===== src/rtl/dmem_arbiter.sv =====
// Two-port arbiter and sequencer for the single-port data memory.
// Each grant is one SERVE cycle. Read data and Done return registered on the edge that ends it.
module dmem_arbiter #(
  parameter int unsigned DEPTH    = 32,
  parameter int unsigned ARB_MODE = 0,
  parameter int unsigned MAX_WAIT = 4
) (
  input  logic        Clock,
  input  logic        Reset_n,
  input  logic        A_Req,
  input  logic        A_We,
  input  logic [31:0] A_Addr,
  input  logic [31:0] A_WData,
  output logic        A_Done,
  output logic        A_Err,
  output logic [31:0] A_RData,
  input  logic        B_Req,
  input  logic        B_We,
  input  logic [31:0] B_Addr,
  input  logic [31:0] B_WData,
  output logic        B_Done,
  output logic        B_Err,
  output logic [31:0] B_RData,
  output logic [31:0] Mem_Address,
  output logic [31:0] Mem_WriteData,
  output logic        Mem_WriteEn,
  output logic        Mem_ReadEn,
  input  logic [31:0] Mem_ReadData,
  output logic        Busy,
  output logic        GntB
);

  localparam int unsigned CntW = $clog2(MAX_WAIT + 1);

  typedef enum logic {StIdle, StServe} stateE;

  stateE           state;
  logic            rrFavB;
  logic [CntW-1:0] waitCnt;
  logic            wePend;
  logic            errPend;

  logic        anyReq;
  logic        pickB;
  logic        selWe;
  logic        selOor;
  logic [31:0] selAddr;
  logic [31:0] selWData;
  logic [31:0] serveData;

  always_comb begin
    anyReq = A_Req | B_Req;
    if (ARB_MODE == 0) begin
      pickB = B_Req & (~A_Req | rrFavB);
    end else begin
      pickB = B_Req & (~A_Req | (waitCnt == CntW'(MAX_WAIT)));
    end
    selWe     = pickB ? B_We : A_We;
    selAddr   = pickB ? B_Addr : A_Addr;
    selWData  = pickB ? B_WData : A_WData;
    selOor    = (selAddr >= DEPTH);
    // Writes and rejected accesses return zero read data.
    serveData = (errPend | wePend) ? 32'h0 : Mem_ReadData;
  end

  always_ff @(posedge Clock or negedge Reset_n) begin
    if (!Reset_n) begin
      state         <= StIdle;
      rrFavB        <= 1'b0;
      waitCnt       <= '0;
      wePend        <= 1'b0;
      errPend       <= 1'b0;
      A_Done        <= 1'b0;
      A_Err         <= 1'b0;
      A_RData       <= 32'h0;
      B_Done        <= 1'b0;
      B_Err         <= 1'b0;
      B_RData       <= 32'h0;
      Mem_Address   <= 32'h0;
      Mem_WriteData <= 32'h0;
      Mem_WriteEn   <= 1'b0;
      Mem_ReadEn    <= 1'b0;
      Busy          <= 1'b0;
      GntB          <= 1'b0;
    end else begin
      unique case (state)
        StIdle: begin
          A_Done <= 1'b0;
          A_Err  <= 1'b0;
          B_Done <= 1'b0;
          B_Err  <= 1'b0;
          GntB   <= pickB;
          // Starvation guard counts only edges where B asks and A takes the grant.
          if (!B_Req || pickB) begin
            waitCnt <= '0;
          end else if (waitCnt != CntW'(MAX_WAIT)) begin
            waitCnt <= waitCnt + CntW'(1);
          end
          if (anyReq) begin
            state         <= StServe;
            Busy          <= 1'b1;
            rrFavB        <= ~pickB;
            wePend        <= selWe;
            errPend       <= selOor;
            Mem_Address   <= selOor ? 32'h0 : selAddr;
            Mem_WriteData <= selOor ? 32'h0 : selWData;
            Mem_WriteEn   <= ~selOor & selWe;
            Mem_ReadEn    <= ~selOor & ~selWe;
          end
        end
        StServe: begin
          state         <= StIdle;
          Busy          <= 1'b0;
          GntB          <= 1'b0;
          Mem_Address   <= 32'h0;
          Mem_WriteData <= 32'h0;
          Mem_WriteEn   <= 1'b0;
          Mem_ReadEn    <= 1'b0;
          if (GntB) begin
            B_Done  <= 1'b1;
            B_Err   <= errPend;
            B_RData <= serveData;
          end else begin
            A_Done  <= 1'b1;
            A_Err   <= errPend;
            A_RData <= serveData;
          end
        end
        default: state <= StIdle;
      endcase
    end
  end

endmodule


===== config.mk =====
export PLATFORM = sky130hd
export DESIGN_NAME = dmem_arbiter
export DESIGN_NICKNAME = d
export VERILOG_FILES = /design/src/rtl/dmem_arbiter.sv
export SDC_FILE = /design/constraint.sdc
export NUM_CORES = 1
export LEC_CHECK = 0
export ABC_CLOCK_PERIOD_IN_PS = 1820
export CAP_MARGIN = 10
export CELL_PAD_IN_SITES_DETAIL_PLACEMENT = 0
export CELL_PAD_IN_SITES_GLOBAL_PLACEMENT = 1
export CORE_MARGIN = 4
export CORE_UTILIZATION = 46
export DETAILED_ROUTE_END_ITERATION = 12
export DONT_BUFFER_PORTS = 1
export HOLD_SLACK_MARGIN = 0.03
export PLACE_DENSITY = 0.86
export SYNTH_ARGS = -nofsm -noshare
export SYNTH_HDL_FRONTEND = slang
export SYNTH_SLANG_ARGS = --single-unit

===== constraint.sdc =====
create_clock -name Clock -period 1.82 [get_ports Clock]
set_input_delay 0 -clock Clock [delete_from_list [all_inputs] [get_ports Clock]]
set_output_delay 0 -clock Clock [all_outputs]
set_load 0.1 [all_outputs]

# Word-level counts from Yosys, hierarchy flattened
# Index checks and enable logic that the tools add are counted.
dict set report word_totals {
  reg_bits 140
  latch_bits 0
  ramBits 0
  mem_bits_ro 0
  input_bits 166
  elab_cells 62
  mem_count 0
}
dict set report classes {
  addsub 0
  multipliers 0
  div_mod_pow 0
  order_cmp 1
  eq_ne 3
  n_shift 0
  n_mux 27
  n_bitwise 12
  n_reduce_logical 3
}
# op n
set op_table {}
lappend op_table {{$mux 32} 7}
lappend op_table {{$pmux 32 s2} 2}
lappend op_table {{$ge 32x6->1 const B} 1}
lappend op_table {{$pmux 1 s2} 9}
lappend op_table {{$mux 1} 9}
lappend op_table {{$ne 2x2->1 const B} 3}
lappend op_table {{$not 1->1} 6}
lappend op_table {{$reduce_and 2->1} 3}
lappend op_table {{$and 1x1->1} 3}
lappend op_table {{$or 1x1->1} 3}

# Logic depth before layout (Yosys ltp)
# Gate-level depths: netlist of the first run.
dict set report depth {
  depth_word 9
  depth_mapped 6
  depth_no_buf 5
}

# Worst setup path before layout of the first run
# No wires, ideal clock.
dict set report synth_path {
  kind {flip-flop to flip-flop}
  start {register GntB}
  end {register A_RData[0]}
  arrival_ns 1.985
  required_ns 1.737
  slack_ns -0.248
  stages_incl_launch_ff 7
  path_buffers 3
  period_less_slack_ns 2.068
  cell_sequence {dfrtp_1 > clkbuf_1 > nand2b_1 > clkbuf_1 > clkbuf_1 > nand2_1 > o21ai_0}
}
dict set report synth_between {
  elab_chain_cells 2
}
# element line
set synth_rtl {}
lappend synth_rtl {{from (decl)} 30} ;# output logic GntB
lappend synth_rtl {{from (signal assigned)} 92} ;# GntB <= pickB;
lappend synth_rtl {{$not 1->1 (no line)} --}
lappend synth_rtl {{$reduce_and 2->1 (no line)} --}
lappend synth_rtl {{to (signal assigned)} 126} ;# A_RData <= serveData;
lappend synth_rtl {{to (decl)} 16} ;# output logic [31:0] A_RData,
# Every way passes these cells.
# A chain may end at the register's enable or synchronous reset.

# Worst setup path after layout of the first run
dict set report layout_path {
  start {register state}
  end {register Mem_WriteData[15]}
}
dict set report layout_between {
  elab_chain_cells 2
}
# element line
set layout_rtl {}
lappend layout_rtl {{from (decl)} 37} ;# stateE state;
lappend layout_rtl {{from (signal assigned)} 68} ;# state <= StIdle;
lappend layout_rtl {{from (signal assigned)} 100} ;# state <= StServe;
lappend layout_rtl {{from (signal assigned)} 112} ;# state <= StIdle;
lappend layout_rtl {{$not 1->1 (no line)} --}
lappend layout_rtl {{$pmux 32 s2 or $ne 2x2->1 (tied branches)} --}
lappend layout_rtl {{to (signal assigned)} 106} ;# Mem_WriteData <= selOor ? 32'h0 : selWData;
lappend layout_rtl {{to (decl)} 25} ;# output logic [31:0] Mem_WriteData,
# Several ways; a longest one is shown, not always the timed one.

==> results by stage, run 1 <==
Worst setup path:
- The slowest library cell on the worst path is dfrtp_1.
- The maximum fanout along the worst path is 21.
- STA classifies the critical path endpoint as a register.
- STA puts the critical path data required time at 2140 ps.
- The worst setup path is of the reg -> reg kind.
- STA classifies the critical path startpoint as a register.
- The critical path buffer and inverter count is 1.
- Broken down by cell family, the worst path's largest delay share belongs to simple AND/OR/NAND/NOR gates.
- The signal on the critical path passes through nor4b_1 -> nand4_1 -> o32a_4 -> buf_12 -> o21ai_2.
- For this run, the slowest stage of the critical path takes 420 ps.
- The setup check on the worst reg-to-reg path leaves a slack of 40 ps.
- For the worst setup path, the data arrival time is 2100 ps.

Yosys:
- The sequential area share after synthesis is 0.6106.
- Yosys printed 0 warnings.
- Summing every instance area after synthesis gives 0.005738 mm2.
- The synthesized net count is 689.
- The number of different library cells in the post-synthesis netlist is 29.
- The flop and latch count out of synthesis is 140.
- Counting every instance in the synthesized netlist gives 523.
- Averaged over all synthesized cells, the footprint is 10.97 um2.

Placement:
- The wire-length estimate of the detail-placed layout is 11,110 um.
- The cell area after placement is 0.006907 mm2.
- The placement-stage worst setup slack is 152.9 ps.
- The congestion estimate from routability-driven global placement came to 0.8415.
- The count of input and output buffers is 0.

Drt:
- The total wire length after detailed routing is 18,640 um.
- The routed wire length per instance is 19.66 um.
- Before antenna repair, the detailed router went through 5 iterations.
- The via count normalized by instance count is 5.188.
- The count of antenna-violating nets left after detailed routing is 0.
- The remaining design rule violation count is 0.
- The number of design-rule violations left by the first detailed-router iteration is 409.
- Detailed routing inserted a total of 4,918 vias.

Die:
- The number of top-level pins is 302.
- The initial utilization of the core area, before any placement, comes to 0.4738.
- The floorplan core area is 0.01211 mm2.
- From left edge to right edge, the die measures 119.7 um.
- The number of placement rows is 40.
- The die height is 119.7 um.
- The die covers 0.01432 mm2.

Pwr:
- The power density over the cells is 853.4 mW/mm2.
- The share of total power dissipated in combinational logic is 0.122.
- The switching portion of total power is 0.2616.
- The relative contribution of sequential cells to total power is 0.436.
- The worst-case IR drop observed on VDD is 0.5837 mV.
- The internal power is 5.408 mW.
- The power after layout is 7.324 mW.
- Of the total power, the clock network draws 0.443.
- The leakage dissipation is 4.186 nW.
- The net switching component of the power is 1.916 mW.

Timing:
- Setup repair after global routing left no endpoint under its margin.
- Setup slack closes at 38.27 ps.
- The worst slew slack as a fraction of its limit is 0.6981.
- The clock period minus final worst setup slack is 1782 ps.
- The final count of hold timing violations was 140.
- Timing would allow up to 0.5613 GHz.
- The final number of max-transition violations is 0.
- Across all hold checks on the routed design, the worst slack comes to -719.5 ps.
- The count of final setup violators is 0.
- The setup total negative slack is 0 ps.
- The portion of the clock cycle consumed by the worst path in the final layout is 0.9790.
- For the final database, setup skew stands at 8.272 ps.
- The slew at the pin with the worst max-slew slack is 448.8 ps.

Clock tree:
- The CTS buffer count is 17.
- In this run, post-CTS repair resized a total of 0 instances.
- TritonCTS built the clock tree.
- The number of buffers inserted for hold repair after clock tree synthesis is 111.
- The number of buffers on the longest clock path is 2.
- The CTS root buffer is clkbuf_16.
- The post-CTS setup-driven buffer insertion count is 0.
- The clock latency of the later-clocked register in the worst-skew pair is 410 ps.
- The clock input transition at the sequential cells of the worst setup and hold paths is 60 ps.
- The sink count of the clock tree is 140.
- The H-tree was split into 4 levels.

GRT:
- The via count of the first global-routing pass was 5,364.
- For this run, the total global-route usage over all layers was measured as 0.2590.
- The fraction of met2 tracks used by global routing is 0.4467.
- The global routing usage on met1 is 0.2929.
- The number of antenna violations at the first check in global routing was 0.
- The total overflow left after global routing is 0.
- The met3 routing resource usage after global routing is 0.07210.
- The first-pass GRT wire length is 28,720 um.
- In this run the most used layer during global routing was met2.
- Entering global routing, the biggest net connects 141 pins.

Layout:
- Of the cells placed in the final design, the portion with a size suffix greater than 1 is 0.2888.
- The area added between synthesis and finish is 49.56%.
- Fill cells in the final layout number 815.
- The net count of the finished layout is 932.
- The post-route standard cell area excluding fillers is 0.008582 mm2.

Status:
- The run finished, with violations left.
- The checks that failed: negative hold slack.

Job:
- Across the run, the number of max-cap violations was 0.

Hold path:
- The path class of the tightest hold or removal check is in -> async.
[cell usage in the layout (no fill, tap or decap), types with 3 or more instances in the layout]
cell	Yosys	layout
buf_12	0	5
o21ai_0	64	64
and2_1	27	27
clkbuf_16	0	17
dfrtp_1	140	139
nor2_1	8	7
nand2_1	138	137
clkinv_2	0	3
nor4_1	10	10
nor3_1	4	3
dlygate4sd3_1	0	111
clkinvlp_4	0	4
o21ai_2	40	39
clkinv_4	0	4
buf_4	0	141
mux2i_1	40	40
inv_1	3	3
[worst register-to-register path: stages (launching register included)]
cell and delay (ps):
dfrtp_1 420, nor4b_1 400, nand4_1 210, o32a_4 290, buf_12 180, o21ai_2 200
[path summary, 6_finish.rpt]
kind	from	end	cells past startpoint
setup reg to reg	state$_DFF_PN0_	Mem_WriteData[15]$_DFFE_PN0P_	5
hold reg to reg	A_RData[5]$_DFFE_PN0P_	A_RData[5]$_DFFE_PN0P_	2
hold / removal	Reset_n	B_RData[14]$_DFFE_PN0P_	0
setup / recovery	state$_DFF_PN0_	Mem_WriteData[15]$_DFFE_PN0P_	5
min in group Clock	A_Addr[12]	Mem_WriteEn$_DFFE_PN0P_	4
max in group asynchronous	Reset_n	GntB$_DFF_PN0_	0
[power groups by stage]
stage / Sequential [mW] / Combinational (mW) / Clock (mW)
2_1_floorplan: 3.48 / 0.300 / 0
3_3_place_gp: 3.24 / 0.661 / 0
3_5_place_dp: 3.24 / 0.672 / 0
4_1_cts: 3.19 / 0.869 / 3.27
5_1_grt: 3.19 / 0.936 / 3.42
6_report: 3.19 / 0.891 / 3.24
[layout make-up]
class	count	area, um2	area share
inverters	3	11.26	0.001312
diodes	1	2.502	0.0002916
clock buffers	19	442.9	0.05161
well taps	168	210.2	0.02449
flip-flops and latches	140	3505	0.4084
repair buffers	257	2270	0.2645
multi-input cells	347	2022	0.2356
clock inverters	13	118.9	0.01385
[flip-flops by register name, summed over array words and instances, names as in the netlist]
name	count
state	1
Mem_Address	32
B_RData	32
A_Done	1
Mem_ReadEn	1
B_Done	1
errPend	1
GntB	1
Busy	1
Mem_WriteEn	1
wePend	1
rrFavB	1
Mem_WriteData	32
B_Err	1
A_RData	32
A_Err	1
[per-layer routing]
metal,wire length (um),part of all wire
met5,0,0
met4,768,0.041
met3,1297,0.070
met2,9666,0.52
met1,6904,0.37
[kinds of logic (layout without fill, tap and decap cells)]
family          count (synthesis)  after routing  synth area share
flops                         140            140            0.6106
simple gates                  196            196            0.1505
buf+inv                        36            292           0.04056
mux                            40             40           0.06978
other cells                     0              1                 0
compound gates                111            111            0.1287
[cell usage after synthesis, drive strengths merged]
cell type,count,area (um2)
nor3,4,20.02
dfrtp,140,3503
nand3,1,5.000
nand4,2,12.51
nand2b,1,6.260
o21a,2,15.01
nand2,138,518.0
nor4b,1,8.760
and2,27,168.9
a211oi,1,7.510
buf,8,87.57
or3,1,6.260
a21oi,1,5.000
o21ai,104,670.7
nor2,8,30.03
nor4,11,75.07
nor2b,2,12.51
o31a,1,10.01
dlygate4sd1,2,17.52
inv,3,11.26
o32a,1,22.52
clkbuf,23,116.4
mux2i,40,400.4
a21boi,1,7.510
[metrics by stage]
step	util	hold slack, ps	std cells
after floorplan	-	-295.6	523
after global routing	0.7084	-743.1	947
after detailed placement	0.5702	-293.4	804
after global placement	0.5702	-292.7	804
final	0.7086	-719.5	948
after CTS	0.7084	-740.8	947
No activity file was read; power rests on OpenSTA's default activity.
==> inputs of run 2 (changes only) <==
--- a/config.mk
+++ b/config.mk
@@ -15,6 +15,7 @@
 export DONT_BUFFER_PORTS = 1
 export HOLD_SLACK_MARGIN = 0.03
 export PLACE_DENSITY = 0.86
+export RECOVER_POWER = 100
 export SYNTH_ARGS = -nofsm -noshare
 export SYNTH_HDL_FRONTEND = slang
 export SYNTH_SLANG_ARGS = --single-unit
==> run 2 against run 1 <==
  * The run ends with negative hold slack, negative setup slack left
  * Clock skew fell by 0.60 ps
  * Sequential power barely moved
  * Clock power barely moved
  * Critical path type unchanged
  * Combinational power fell by 4.9%
  * Non-clock buffer count did not move
==> results by stage, run 2 (synthesis results as in run 1) <==
Layout:
- The final net count is 932.
- The core utilization of the finished layout is 0.6683.
- The area added between synthesis and finish is 41.06%.
- In the layout the commonest cells are dfrtp_1, clkbuf_2, nand2_1.
- After routing the design area is 0.008094 mm2.
- The number of filler instances in the final layout is 951.
- Leaving out fill and tap cells, the most frequent cell in the layout is dfrtp_1.
- Across the whole layout, storage elements account for 0.003505 mm2.
- The fraction of final layout cells sized beyond drive strength 1 is 0.2503.
- The area of combinational cells with multiple inputs is 0.001909 mm2.

Status:
- The checks that failed: negative hold slack, negative setup slack.
- The flow ran to the end, but the final reports show violations.

Worst setup path:
- The startpoint identified for the worst register-to-register timing path is state$_DFF_PN0_.
- STA puts the critical path data required time at 2130 ps.
- In this run the worst path has a maximum fanout of 21.
- STA classifies the critical path startpoint as a register.
- The data arrival time at the worst-slack endpoint is 2130 ps.
- The worst setup path is captured at a register.
- Measured in cells, the most critical reg-to-reg path has a length of 5.
- By startpoint and endpoint, the worst setup path is classified as reg -> reg.
- The endpoint identified for the worst register-to-register timing path is Mem_WriteData[15]$_DFFE_PN0P_.
- The worst register-to-register path has a setup slack of -6 ps.

GRT:
- The first global-routing pass estimated 28,720 um of wire.
- After global routing the overflow that remains totals 0.
- In the global route stage, met1 resource usage came out at 0.2929.
- The layer with the highest usage after global routing is met2.
- Across every metal layer, demand over resource in global routing totals 0.2590.
- The via count of the first global-routing pass came to 5,364.
- The maximum number of pins on one net before global-route repair is 141.
- For this run, global-route usage on met3 was measured as 0.07210.
- The fraction of met2 tracks used by global routing is 0.4467.
- The number of antenna violations at the first check in global routing is 0.

Clock tree:
- The sink count of the clock tree is 140.
- TritonCTS built the clock tree.
- The tree is rooted in a clkbuf_16.
- The clock latency of the later-clocked register in the worst-skew pair is 410 ps.
- Counting the buffers created by CTS gives 17.
- The H-tree generated during clock tree synthesis spans 4 levels.
- The number of buffers on the longest clock path is 2.
- Post-CTS timing repair inserted 0 buffers for setup.
- Post-CTS repair changed the size of 0 cells.
- The number of buffers inserted for hold repair after clock tree synthesis is 111.
- Clock-pin slew was measured on the worst setup and hold paths at 60 ps.

Drt:
- In the routed layout, each cell is associated on average with a via count of 5.201.
- The detailed router placed 4,931 vias in this run.
- The number of design-rule violations left by the first detailed-router iteration is 371.
- After detailed routing, the number of remaining DRC violations is 0.
- The routed design has 18,670 um of wire.
- The first detailed-routing pass ran for 5 iterations.
- The count of antenna-violating nets left after detailed routing is 0.
- The routed wire length per instance is 19.69 um.

Timing:
- The final number of max-transition violations is 0.
- After layout, the minimum clock period comes to 1826 ps.
- The final worst-path setup slack is -6.381 ps.
- The worst clock skew on the final layout is 7.671 ps.
- Hold timing on the final database bottoms out at a slack of -716.0 ps.
- Dividing the final minimum period by the clock period gives 1.004.
- The worst slew slack as a fraction of its limit is 0.5664.
- Setup repair after global routing left no endpoint under its margin.
- The slew at the pin with the worst max-slew slack is 650.4 ps.
- The maximum clock frequency is 0.5475 GHz.
- Setup violations remaining at the end of the flow were counted as 1.
- The final count of hold timing violations is 140.

Job:
- The number of maximum-capacitance violations is 0.

Die:
- The floorplan has 40 rows.
- The starting density of the core is 0.4738.
- The floorplan step set the die width to 119.7 um.
- The floorplan core area is 0.01211 mm2.
- The die height is 119.7 um.
- The number of top-level pins is 302.
- The die covers 0.01432 mm2.

Placement:
- The count of input and output buffers is 0.
- The last weighted congestion value of the routability-driven placer is 0.8415.
- The placement-stage worst setup slack is 152.9 ps.
- The placed instances occupy a cell area of 0.006907 mm2.
- Detailed placement ended at an HPWL of 11,110 um.

Pwr:
- The power density over the cells is 898.3 mW/mm2.
- The power after layout is 7.270 mW.
- The analysis attributes to cell leakage a power of 3.984 nW.
- The worst-case IR drop observed on VDD is 0.5827 mV.

Hold path:
- The class of the most critical hold timing path is in -> async.
-- run 2: layer usage --
layer  share of wire  vias up
met2            0.51      243
met3           0.068       63
li1                -     2240
met1            0.38     2385
met5               0        -
met4           0.043        0
-- run 2: metrics by stage --
stage               TNS [ps]  std cells
floorplan                  0        523
global placement           0        804
detailed placement         0        804
CTS                        0        947
global route               0        947
finish                -6.381        948
-- run 2: layout make-up --
class	count	share of cell area
Sequential cell	140	0.4330
Tap cell	168	0.02597
Timing Repair Buffer	257	0.2340
Inverter	3	0.001391
Clock buffer	19	0.05472
Clock inverter	13	0.01469
Antenna cell	1	0.0003092
Multi-Input combinational cell	347	0.2359
-- run 2: power breakdown --
part	leakage, nW	switching, mW	internal [mW]	total, mW
sequential	1.93	0.0310	3.16	3.19
clock	0.265	1.32	1.92	3.23
combinational	1.79	0.543	0.304	0.847
total	3.98	1.89	5.38	7.27
-- run 2: worst max-delay path, stage by stage (launching register included) --
cell     delay (ps)
dfrtp_1         420
nor4b_1         410
nand4_1         210
o32a_4          270
buf_6           180
o21ai_1         230
-- run 2: worst max-delay path by stage --
stage                             from                            end  cells after the start
floorplan               GntB$_DFF_PN0_         A_RData[0]$_DFFE_PN0P_                      6
global placement    rrFavB$_DFFE_PN0P_   Mem_WriteData[8]$_DFFE_PN0P_                      5
detailed placement  rrFavB$_DFFE_PN0P_  Mem_WriteData[24]$_DFFE_PN0P_                      5
CTS                 rrFavB$_DFFE_PN0P_  Mem_WriteData[24]$_DFFE_PN0P_                      5
global route           state$_DFF_PN0_     Mem_Address[2]$_DFFE_PN0P_                      5
finish                 state$_DFF_PN0_  Mem_WriteData[15]$_DFFE_PN0P_                      5
